===== config.mk =====
export PLATFORM = sky130hd
export DESIGN_NAME = act_skew_feeder
export DESIGN_NICKNAME = d
export VERILOG_FILES = /design/src/rtl/act_skew_feeder.sv
export SDC_FILE = /design/constraint.sdc
export NUM_CORES = 1
export LEC_CHECK = 0
export ABC_AREA = 1
export CORE_UTILIZATION = 50
export DETAILED_ROUTE_END_ITERATION = 8
export DONT_BUFFER_PORTS = 1
export PLACE_DENSITY_LB_ADDON = 0.2
export SKIP_LAST_GASP = 1
export SLEW_MARGIN = 15
export SYNTH_ARGS = -nofsm -noshare
export SYNTH_HDL_FRONTEND = slang
export SYNTH_SLANG_ARGS = --single-unit

===== constraint.sdc =====
create_clock -name clk -period 9.33 [get_ports clk]
set_input_delay 0.933 -clock clk [delete_from_list [all_inputs] [get_ports clk]]
set_output_delay 0.933 -clock clk [all_outputs]
set_load 0.1 [all_outputs]

===== src/rtl/act_skew_feeder.sv =====
//------------------------------------------------------------------------------
// Module   : act_skew_feeder
// Summary  : Buffers one tile of activation vectors, then streams them into the
//            array rows with row r delayed by r cycles (zero-filled diagonal).
// Revision : 1.0
//------------------------------------------------------------------------------
`default_nettype none

module act_skew_feeder #(
    parameter int bit_width = 8,
    parameter int ROWS      = 4,
    parameter int DEPTH     = 8
) (
    input  logic                      clk,
    input  logic                      rst,
    input  logic                      in_valid,
    output logic                      in_ready,
    input  logic [ROWS*bit_width-1:0] in_data,
    input  logic                      in_last,
    output logic [ROWS*bit_width-1:0] a_row,
    output logic                      a_valid,
    output logic                      tile_done,
    output logic                      busy
);

    localparam int c_W  = ROWS * bit_width;
    localparam int c_CW = $clog2(DEPTH + ROWS + 1);
    localparam int c_AW = (DEPTH > 1) ? $clog2(DEPTH) : 1;
    localparam logic [c_CW-1:0] c_ROWS_M1  = c_CW'(ROWS - 1);
    localparam logic [c_CW-1:0] c_DEPTH_M1 = c_CW'(DEPTH - 1);
    localparam logic [c_CW-1:0] c_ONE      = c_CW'(1);

    typedef enum logic [1:0] {
        S_IDLE   = 2'd0,
        S_LOAD   = 2'd1,
        S_STREAM = 2'd2
    } state_t;

    state_t            state_q, state_d;
    logic [c_CW-1:0]   k_q, k_d;
    logic [c_CW-1:0]   t_q, t_d;
    logic [c_W-1:0]    buf_q [DEPTH];

    logic              in_ready_q, in_ready_d;
    logic [c_W-1:0]    a_row_q, a_row_d;
    logic              a_valid_q, a_valid_d;
    logic              tile_done_q, tile_done_d;
    logic              busy_q, busy_d;

    logic              w_accept;
    logic              w_terminal;
    logic [c_CW-1:0]   w_last_t_q;
    logic [c_CW-1:0]   w_last_t_d;

    assign w_accept   = in_valid && in_ready_q;
    assign w_terminal = in_last || (k_q == c_DEPTH_M1);
    assign w_last_t_q = k_q + c_ROWS_M1 - c_ONE;
    assign w_last_t_d = k_d + c_ROWS_M1 - c_ONE;

    always_comb begin
        state_d = state_q;
        k_d     = k_q;
        t_d     = t_q;
        case (state_q)
            S_IDLE, S_LOAD: begin
                if (w_accept) begin
                    k_d     = k_q + c_ONE;
                    t_d     = '0;
                    state_d = w_terminal ? S_STREAM : S_LOAD;
                end
            end
            S_STREAM: begin
                if (t_q == w_last_t_q) begin
                    state_d = S_IDLE;
                    k_d     = '0;
                    t_d     = '0;
                end else begin
                    t_d = t_q + c_ONE;
                end
            end
            default: begin
                state_d = S_IDLE;
                k_d     = '0;
                t_d     = '0;
            end
        endcase
    end

    // Outputs are computed from next-state values so they can be registered;
    // the beat being written this edge is bypassed since buf_q lags by one cycle.
    always_comb begin
        int idx;
        idx         = 0;
        in_ready_d  = (state_d != S_STREAM);
        busy_d      = (state_d != S_IDLE);
        a_valid_d   = (state_d == S_STREAM);
        tile_done_d = (state_d == S_STREAM) && (t_d == w_last_t_d);
        a_row_d     = '0;
        if (state_d == S_STREAM) begin
            for (int r = 0; r < ROWS; r++) begin
                idx = int'(t_d) - r;
                if (idx >= 0 && idx < int'(k_d)) begin
                    if (w_accept && int'(k_q) == idx) begin
                        a_row_d[r*bit_width +: bit_width] = in_data[r*bit_width +: bit_width];
                    end else begin
                        a_row_d[r*bit_width +: bit_width] = buf_q[idx[c_AW-1:0]][r*bit_width +: bit_width];
                    end
                end
            end
        end
    end

    always_ff @(posedge clk or posedge rst) begin
        if (rst) begin
            state_q     <= S_IDLE;
            k_q         <= '0;
            t_q         <= '0;
            in_ready_q  <= 1'b1;
            a_row_q     <= '0;
            a_valid_q   <= 1'b0;
            tile_done_q <= 1'b0;
            busy_q      <= 1'b0;
        end else begin
            state_q     <= state_d;
            k_q         <= k_d;
            t_q         <= t_d;
            in_ready_q  <= in_ready_d;
            a_row_q     <= a_row_d;
            a_valid_q   <= a_valid_d;
            tile_done_q <= tile_done_d;
            busy_q      <= busy_d;
        end
    end

    always_ff @(posedge clk) begin
        if (w_accept) begin
            buf_q[k_q[c_AW-1:0]] <= in_data;
        end
    end

    assign in_ready  = in_ready_q;
    assign a_row     = a_row_q;
    assign a_valid   = a_valid_q;
    assign tile_done = tile_done_q;
    assign busy      = busy_q;

endmodule

`default_nettype wire


# Word level (Yosys, flattened, before mapping)
# Memory sizes are Yosys's and may differ from the RTL's.
# Index checks and enable logic that the tools add are counted.
dict set report word_totals {
  register_bits 46
  ramBits 256
  input_bits 36
  output_inout_bits 36
  wordCells 72
  mem_count 1
}
dict set report op_classes {
  addsub 9
  order_cmp 8
  n_eq_ne 11
  n_mux 21
  n_reduce_logical 14
}
# memory words width rd rd_clocked_by_memory_dff write_ports line_no
set memory_table {}
lappend memory_table {buf_q 8 32 4 0 1 42} ;# logic [c_W-1:0] buf_q [DEPTH];
# op n
set ops {}
lappend ops {{$mux 8} 8}
lappend ops {{$mux 32} 1}
lappend ops {{$mux 4} 4}
lappend ops {{$pmux 4 s2} 2}
lappend ops {{$eq 5x5->1} 3}
lappend ops {{$ge 5x1->1 const B} 3}
lappend ops {{$lt 5x5->1} 3}
lappend ops {{$eq 4x4->1} 3}
lappend ops {{$logic_and 1x1->1} 10}
lappend ops {{$sub 4x2->5 const B} 2}
lappend ops {{$add 4x1->4 const B} 2}
lappend ops {{$add 4x2->4 const B} 2}
lappend ops {{$sub 4x1->4 const B} 2}
lappend ops {{$mux 2} 3}
lappend ops {{$sub 4x1->5 const B} 1}
lappend ops {{$eq 2x2->1 const B} 2}
lappend ops {{$eq 4x3->1 const B} 1}
lappend ops {{$ge 4x1->1 const B} 1}
lappend ops {{$lt 4x4->1} 1}
lappend ops {{$pmux 2 s2} 1}
lappend ops {{$eq 2x1->1 const B} 1}
lappend ops {{$logic_not 2->1} 1}
lappend ops {{$mux 1} 2}
lappend ops {{$ne 2x2->1 const B} 1}
lappend ops {{other kinds (3)} 3}

# Depth between registers and ports, before layout
# Gate-level depths: netlist of run 1.
dict set report depth {
  ltp_word 11
  depth_mapped 24
  mapped_depth_nobuf 21
}

# Worst setup path after synthesis of run 1
# Ideal clock, no wire load.
dict set report synth_path {
  path_kind {flip-flop to flip-flop}
  startpoint {register in_ready_q (netlist: in_ready)}
  endpoint {register a_row_q[0] (netlist: a_row[0])}
  setup_ns 0.072
  arrival_ns 4.250
  t_required_ns 9.258
  slack_ns 5.008
  path_stages_with_launch 14
  path_buffers 0
  synth_period_minus_slack_ns 4.322
  cell_sequence {dfstp_2 > nand2_1 > inv_1 > nand2_1 > nor2_1 > o21ai_0 > o21ai_0 > inv_1 > ha_1 > a21oi_1 > o21ai_0 > nor2_1 > nand2_1 > nor2_1}
}
# element line_no
set synth_rtl {}
lappend synth_rtl {{start, declared} 44} ;# logic in_ready_q, in_ready_d;
lappend synth_rtl {{start signal, assigned} 127} ;# in_ready_q <= in_ready_d;
lappend synth_rtl {{$logic_and 1x1->1} 55} ;# assign w_accept = in_valid && in_ready_q;
lappend synth_rtl {{$mux 4} 66} ;# if (w_accept) begin
lappend synth_rtl {{$pmux 4 s2} 64} ;# case (state_q)
lappend synth_rtl {{named net k_d[3]} 40} ;# logic [c_CW-1:0] k_q, k_d;
lappend synth_rtl {{$lt 4x4->1} 102} ;# if (idx >= 0 && idx < int'(k_d)) begin
lappend synth_rtl {{$logic_and 1x1->1} 102}
lappend synth_rtl {{$mux 8} 102}
lappend synth_rtl {{$mux 32} 99} ;# if (state_d == S_STREAM) begin
lappend synth_rtl {{named net a_row_d[0]} 45} ;# logic [c_W-1:0] a_row_q, a_row_d;
lappend synth_rtl {{end signal, assigned} 128} ;# a_row_q <= a_row_d;
lappend synth_rtl {{end, declared} 45}
# The timed path passes the listed nets, and every way through them passes these cells.

# Worst setup path after layout of run 1
dict set report layout_path {
  startpoint {register k_q[2]}
  endpoint {register a_row_q[17] (netlist: a_row[17])}
}
dict set report layout_between {
  elab_chain_cells 11
}
# element line_no
set layout_lines {}
lappend layout_lines {{start, declared} 40}
lappend layout_lines {{start signal, assigned} 125} ;# k_q <= k_d;
lappend layout_lines {{parallel branches: the longest is 10 deep, another holds $mem_v2 8x32} --}
lappend layout_lines {{$mux 32 (*)} 99}
lappend layout_lines {{named net a_row_d[17]} 45}
# Mark *: on every way through the listed nets, which the timed path passes.

==> flow_summary.rst, run 1 <==
.. list-table::
   :header-rows: 1

   * - Metric
     - Value
   * - Row count
     - 59
   * - Total wirelength of the detailed-routed design
     - approximately 32000 um
   * - Count of flip-flops with a built-in enable after synthesis
     - 256
   * - H-tree level count
     - 1
   * - Ports
     - 72
   * - Final Net Count
     - around 1.3k
   * - Synthesized flop and latch total
     - 302
   * - First-pass detailed-route iteration total
     - 5
   * - Most common cell after layout, fill and taps aside
     - nand2_1
   * - HP Class
     - input port to flip-flop
   * - Setup-failing EPs final
     - 0
   * - Final worst path period need
     - 5.424 ns
   * - CP Launch Type
     - flip-flop
   * - Share of synthesized flip-flops with an asynchronous set or reset
     - 15.23%
   * - Most area-consuming cells after synthesis
     - edfxtp_1 58%, nand2_1 11%, nand3_1 11%
   * - CP Data Required Time
     - around 10 ns
   * - Number of hold buffers added after cts
     - 0
   * - Cell area reported after detailed placement
     - roughly 14000 sq um
   * - Post-CTS repair timing setup buffer count
     - 0
   * - Main combinational cell family by area after synthesis
     - simple AND/OR/NAND/NOR gates
   * - Finished Cell Area
     - 14620 sq um
   * - Residual overflow from global routing
     - 0
   * - Proportion of synthesized chip area in sequential cells
     - around 66%
   * - Wire length of the first global-routing pass
     - between 40000 and 50000 um
   * - Most used routing layer in global routing
     - met2
   * - Area fraction in compound gates after synthesis
     - under 10%
   * - Synthesized area
     - 13310 sq um
   * - Slew headroom
     - a little under a third
   * - Leading cell types in the layout, fill and taps excluded
     - 377 x nand2_1, 281 x nand3_1, 256 x edfxtp_1, 78 x nor2_1, 50 x inv_1
   * - Layout cell share with drive strength beyond 1
     - 8.484%
   * - Number of unique standard cell types used by synthesis
     - 33
   * - Global-route usage over all layers
     - 24.43%
   * - Post-Syn Area per Cell
     - 10.56 sq um
   * - TritonCTS Sinks
     - 302
   * - Number of non-filler instances in the completed layout
     - 1608
   * - Die Wd
     - 165.2 um
   * - Worst hold path cell count
     - 0
   * - Delay of the slowest critical-path stage
     - 0.68 ns
   * - Antenna cell count
     - 0
   * - Maximum vdd drop
     - 301.1 uV
   * - Net count of the mapped netlist
     - about 1.3k
   * - Category of the most critical setup path
     - flip-flop to flip-flop
   * - Number of hold violations in the final report
     - 0
   * - Pin count of the biggest net entering global routing
     - 90
   * - Crit path buffers/inverters
     - 3
   * - CP endpoint kind
     - flip-flop
   * - Latest clock arrival within the worst-skew pair
     - 0.56 ns
   * - HPWL after detailed placement
     - 18340 um
   * - Actual transition at the worst max-transition pin
     - 1.043 ns
   * - Number of antenna violations at the first check in global routing
     - 0
   * - Count of nets left with antenna violations after detail routing
     - 0
   * - Clock tree from TritonCTS
     - built
   * - Synth-to-Final Area Change
     - 9.833%
   * - Leakage power total
     - 0.005821 uW
   * - Dominant cell type by count on the critical path
     - ha_1
   * - Overall die area
     - 27280 sq um
   * - Mux cell area share after synthesis
     - 0%
   * - Global routing met3 resource utilization
     - ~3.7%
   * - CP delay by family, top
     - buffers and inverters
   * - Post-synthesis instance total
     - 1261
   * - FF-to-FF path depth
     - 16
   * - Total count of max-transition violations in the final report
     - 0
   * - Count of vias placed by the detailed router
     - 8985
   * - Number of DRC markers after the initial detailed-route iteration
     - around 750
   * - Cell type with the highest aggregate area in the netlist
     - edfxtp_1
   * - Sequence of cells on the critical path
     - clkinv_1 > ha_1 > xnor2_1 > nand3_4 > nand2_2 > nand2_2 > inv_2 > ha_1 > clkinv_1 > ha_1 > o21ai_0 > nand2_1 > a21oi_1 > and3_1 > nand2_1 > nor2_1
   * - Pwr dens
     - between 300 and 400 nW/um^2
   * - Port Buf Inserts
     - 0
   * - Floorplan core area
     - 26060 sq um
   * - Via count of the first global-routing pass
     - 8437
   * - Number of placed cells counting well taps
     - 1551
   * - Clock root buffer
     - clkbuf_16
   * - Total Negative Setup Slacks
     - 0 ns
   * - Global routing usage on met1
     - between 30% and 40%
   * - Fraction of synthesized cell area taken by the top area cell type
     - 57.76%
   * - Max cap viols
     - 0
   * - Post-synth top flop
     - edfxtp_1
   * - Cell type of the slowest stage on the worst timing path
     - inv_2
   * - Critical path fanouts, max
     - 30
   * - Status
     - finished clean
   * - Unrepaired setup endpoints after global routing
     - no
   * - Starting density of the core
     - 51.08%
   * - Post-route DRC violation count
     - 0
   * - Die height
     - 165.2 um
   * - Layout Skew
     - around 0.016 ns
   * - Total chip power
     - 5714 uW
   * - Xor/xnor cell area share of the yosys netlist
     - 0.6486%
   * - Yosys warns
     - 0
   * - Buffer depth of the longest clock path
     - 3
   * - Num CTS Buffers
     - 31
   * - Gates resized, CTS repair
     - 0
   * - Post-Synth Simple-Gate Area
     - 25.39%
   * - Via/cell ratio
     - approximately 5.6
   * - Final Wtd Congestion
     - 0.9292
   * - Logic depth of the worst setup path including buffers
     - 16
   * - Post-Synth Adder-Cell Area
     - about 2.3%
   * - Clock-pin slew on the worst setup and hold paths
     - approximately 0.06 ns
   * - Routing usage on met2
     - 39.73%
   * - CP arrival
     - 5.92 ns
   * - FMAX
     - 184.4 MHz
   * - Tcrit/Tclk final
     - 58.14%
   * - Average wire per standard cell
     - 20.06 um
==> worst reg2reg max path: cells and delay by family, from the launching register on <==
family                   cells  cell delay, ns
adder cells (fa/ha/maj)      3            1.40
flip-flops                   1            0.54
XOR/XNOR                     1            0.25
AO/OA/AOI/OAI                2            0.20
AND/OR/NAND/NOR              7            1.47
buffers and inverters        3            1.52
==> power breakdown <==
part | switching (uW) | internal (uW) | total, uW
Clock | 507 | 699 | 1210
Sequential | 351 | 1620 | 1970
Combinational | 1780 | 754 | 2540
Total | 2640 | 3070 | 5710
==> per-stage QoR <==
step,hold WS [ns],utilization [%],worst slack (ns)
6_report,0.4631,56.10,3.906
5_1_grt,0.4451,56.10,3.366
4_1_cts,0.4482,56.10,3.850
3_5_place_dp,0.5171,52.27,3.763
3_3_place_gp,0.5329,52.27,3.961
2_1_floorplan,0.4729,-,5.008
==> registers in the layout (all words and copies together) (netlist names) <==
register	count
t_q	4
in_ready	1
k_q	4
tile_done	1
a_valid	1
state_q	2
busy	1
a_row	32
buf_q	256
==> Yosys cell counts (3+ instances only) <==
library cell,instances
inv_1,51
nor2_1,86
xnor2_1,3
buf_1,6
a21oi_1,19
buf_6,4
nand2_4,4
nand2_1,377
o21ai_0,9
inv_2,6
clkinv_1,3
nand2_2,12
ha_1,24
clkbuf_1,21
nand3_1,282
xor2_1,5
dfrtp_1,45
buf_2,23
edfxtp_1,256
nor2_4,3
buf_4,5
nor2_2,4
==> worst paths after layout <==
kind / slack (ns) / from / endpoint
hold / removal: 0.46 / in_data[8] / buf_q[2][8]
setup / recovery: 3.91 / k_q[2] / a_row[17]
hold reg to reg: 0.55 / state_q[0] / state_q[0]
max in group asynchronous: 8.38 / rst / a_row[5]
min in group asynchronous: 0.47 / rst / k_q[0]
setup reg to reg: 3.91 / k_q[2] / a_row[17]
==> metal layers <==
| layer | routed length (um) | vias to the layer above |
|---|---|---|
| met5 | 0 | - |
| met4 | 582 | 0 |
| met3 | 1925 | 46 |
| met2 | 15320 | 261 |
| met1 | 14430 | 4394 |
| li1 | - | 4284 |
==> logic make-up after synthesis <==
kind of cell,count (synthesis)
flops,302
buf+inv,119
fa+ha+maj,24
simple gates,774
compound gates,33
xor+xnor,9
==> cell type report <==
type	instances	area, sq um
flip-flops and latches	302	8840
clock buffers	46	912.1
repair buffers	14	105.1
well taps	335	419.2
inverters	60	225.2
fillers	2232	11440
clock inverters	11	86.33
multi-input cells	840	4031
(Power assumes the default switching activity.)
==> run 2, diff against run 1 <==
==> constraint.sdc (replaced) <==
create_clock -name clk -period 5.5 [get_ports clk]
set_input_delay 0.55 -clock clk [delete_from_list [all_inputs] [get_ports clk]]
set_output_delay 0.55 -clock clk [all_outputs]
set_load 0.1 [all_outputs]
==> flow_summary.rst, run 2 (synthesized netlist as in run 1, its figures left out) <==
.. list-table::
   :header-rows: 1

   * - Metric
     - Value
   * - Dominant cell type by count on the critical path
     - nand2_1
   * - Total Negative Setup Slacks
     - 0 ns
   * - Leakage power total
     - 0.005872 uW
   * - Logic depth of the worst setup path including buffers
     - 19
   * - CP endpoint kind
     - flip-flop
   * - Status
     - finished clean
   * - Sequence of cells on the critical path
     - clkinv_1 > ha_1 > xnor2_1 > nand3_4 > nand3_4 > nand2_1 > ha_1 > inv_1 > nand3_1 > nand2_2 > ha_1 > nand2_1 > nor2_1 > a211o_1 > a21oi_1 > nand2_1 > nor2_1 > nand2_1 > nor2_1
   * - Die Wd
     - around 170 um
   * - Total count of max-transition violations in the final report
     - 0
   * - Slew headroom
     - 35.73%
   * - Buffer depth of the longest clock path
     - 3
   * - Average wire per standard cell
     - 19.73 um
   * - Overall die area
     - 27280 sq um
   * - Critical path fanouts, max
     - 38
   * - Floorplan core area
     - 26060 sq um
   * - Flop2flop setup slack
     - 0.94 ns
   * - Maximum vdd drop
     - 386.4 uV
   * - Antenna cell count
     - 0
   * - Most common cell after layout, fill and taps aside
     - nand2_1
   * - Final Net Count
     - 1315
   * - Post-CTS repair timing setup buffer count
     - 0
   * - First-pass detailed-route iteration total
     - 5
   * - Wire length of the first global-routing pass
     - 49290 um
   * - Latest clock arrival within the worst-skew pair
     - 0.56 ns
   * - Pin count of the biggest net entering global routing
     - 85
   * - Residual overflow from global routing
     - 0
   * - Via/cell ratio
     - 5.616
   * - Num CTS Buffers
     - 30
   * - Final worst path period need
     - 4.561 ns
   * - CP Launch Type
     - flip-flop
   * - Layout cell share with drive strength beyond 1
     - 8.913%
   * - Max cap viols
     - 0
   * - Start point of the critical path
     - k_q[2]
   * - Synth-to-Final Area Change
     - 10.39%
   * - TritonCTS Sinks
     - 302
   * - Die height
     - 165.2 um
   * - Clock-pin slew on the worst setup and hold paths
     - 0.06 ns
   * - Total chip power
     - 9764 uW
   * - Tcrit/Tclk final
     - 82.92%
   * - Layout Skew
     - 0.01713 ns
   * - Number of antenna violations at the first check in global routing
     - 0
   * - CP delay by family, top
     - simple AND/OR/NAND/NOR gates
   * - HP Class
     - input port to asynchronous set/reset pin
   * - Fill cell count
     - around 2.2k
   * - Delay of the slowest critical-path stage
     - 0.51 ns
   * - Crit path capture
     - a_row[31]
   * - Count of nets left with antenna violations after detail routing
     - 0
   * - Port Buf Inserts
     - 0
   * - Gates resized, CTS repair
     - 0
   * - Cell type of the slowest stage on the worst timing path
     - dfrtp_1
   * - Flip-flop count of the largest register, all copies and words added
     - 256
   * - H-tree level count
     - 1
   * - Number of hold buffers added after cts
     - 0
   * - CP Data Required Time
     - 5.98 ns
   * - Total wirelength of the detailed-routed design
     - 31840 um
   * - Ports
     - 72
   * - Startpoint of the worst register-to-register path
     - k_q[2]
   * - CP arrival
     - 5.04 ns
   * - FF-to-FF path depth
     - 19
   * - Register cell area after layout
     - 8840 sq um
   * - Global-route usage over all layers
     - roughly a quarter
   * - Unrepaired setup endpoints after global routing
     - no
   * - Clock tree from TritonCTS
     - built
   * - Category of the most critical setup path
     - flip-flop to flip-flop
   * - Leading cell types in the layout, fill and taps excluded
     - 377 x nand2_1, 281 x nand3_1, 256 x edfxtp_1, 78 x nor2_1, 50 x inv_1
   * - Number of hold violations in the final report
     - 0
   * - HPWL after detailed placement
     - 18530 um
   * - Actual transition at the worst max-transition pin
     - 0.9647 ns
   * - Number of DRC markers after the initial detailed-route iteration
     - ~660
   * - Final Wtd Congestion
     - 0.9083
   * - Via count of the first global-routing pass
     - 8495
   * - Row count
     - 59
   * - Setup-failing EPs final
     - 0
   * - Area of the multi-input gates
     - ~4000 sq um
   * - Crit path buffers/inverters
     - 2
   * - FMAX
     - 219.3 MHz
   * - Count of vias placed by the detailed router
     - 9064
   * - Pwr dens
     - between 600 and 700 nW/um^2
   * - Post-route DRC violation count
     - 0
   * - Clock root buffer
     - clkbuf_16
   * - Starting density of the core
     - 51.08%
   * - Reg2reg end
     - a_row[31]
-- run 2: area by class of cell --
type / instances / share of cell area [%]
Sequential cell: 302 / 60.16
Multi-Input combinational cell: 840 / 27.44
Clock buffer: 48 / 6.251
Tap cell: 335 / 2.853
Inverter: 60 / 1.533
Timing Repair Buffer: 21 / 1.073
Clock inverter: 8 / 0.6898
-- run 2: metrics by stage --
step	hold slack [ns]	cell area [sq um]	cells	worst slack (ns)	util [%]
after global placement	0.5328	13670	1558	1.091	52.47
after CTS	0.05335	14690	1614	0.9673	56.38
after detailed placement	0.5227	13670	1558	0.9750	52.47
after floorplan	0.4729	13310	1261	1.178	-
after global routing	0.05527	14690	1614	0.5855	56.38
final	0.07699	14690	1614	0.9395	56.38
-- run 2: worst min-delay path by stage --
stage	startpoint	cells past startpoint	endpoint	slack (ns)
floorplan	state_q[0]	2	state_q[0]	0.47
global placement	state_q[0]	2	state_q[0]	0.53
detailed placement	state_q[0]	2	state_q[0]	0.52
CTS	in_data[2]	0	buf_q[1][2]	0.05
global route	in_data[4]	0	buf_q[1][4]	0.06
finish	rst	2	a_row[6]	0.08
-- run 2: per-layer routing --
layer / share of wire (%) / GRT usage, % / up-vias
li1: - / - / 4294
met1: 45 / 33.83 / 4487
met2: 48 / 39.25 / 236
met3: 5.6 / 3.996 / 47
met4: 2.2 / 6.339 / 0
met5: 0 / 0 / -
-- run 2: power breakdown --
part,internal [uW],switching [uW]
Clock,1230,831
Sequential,2750,590
Combinational,1320,3040
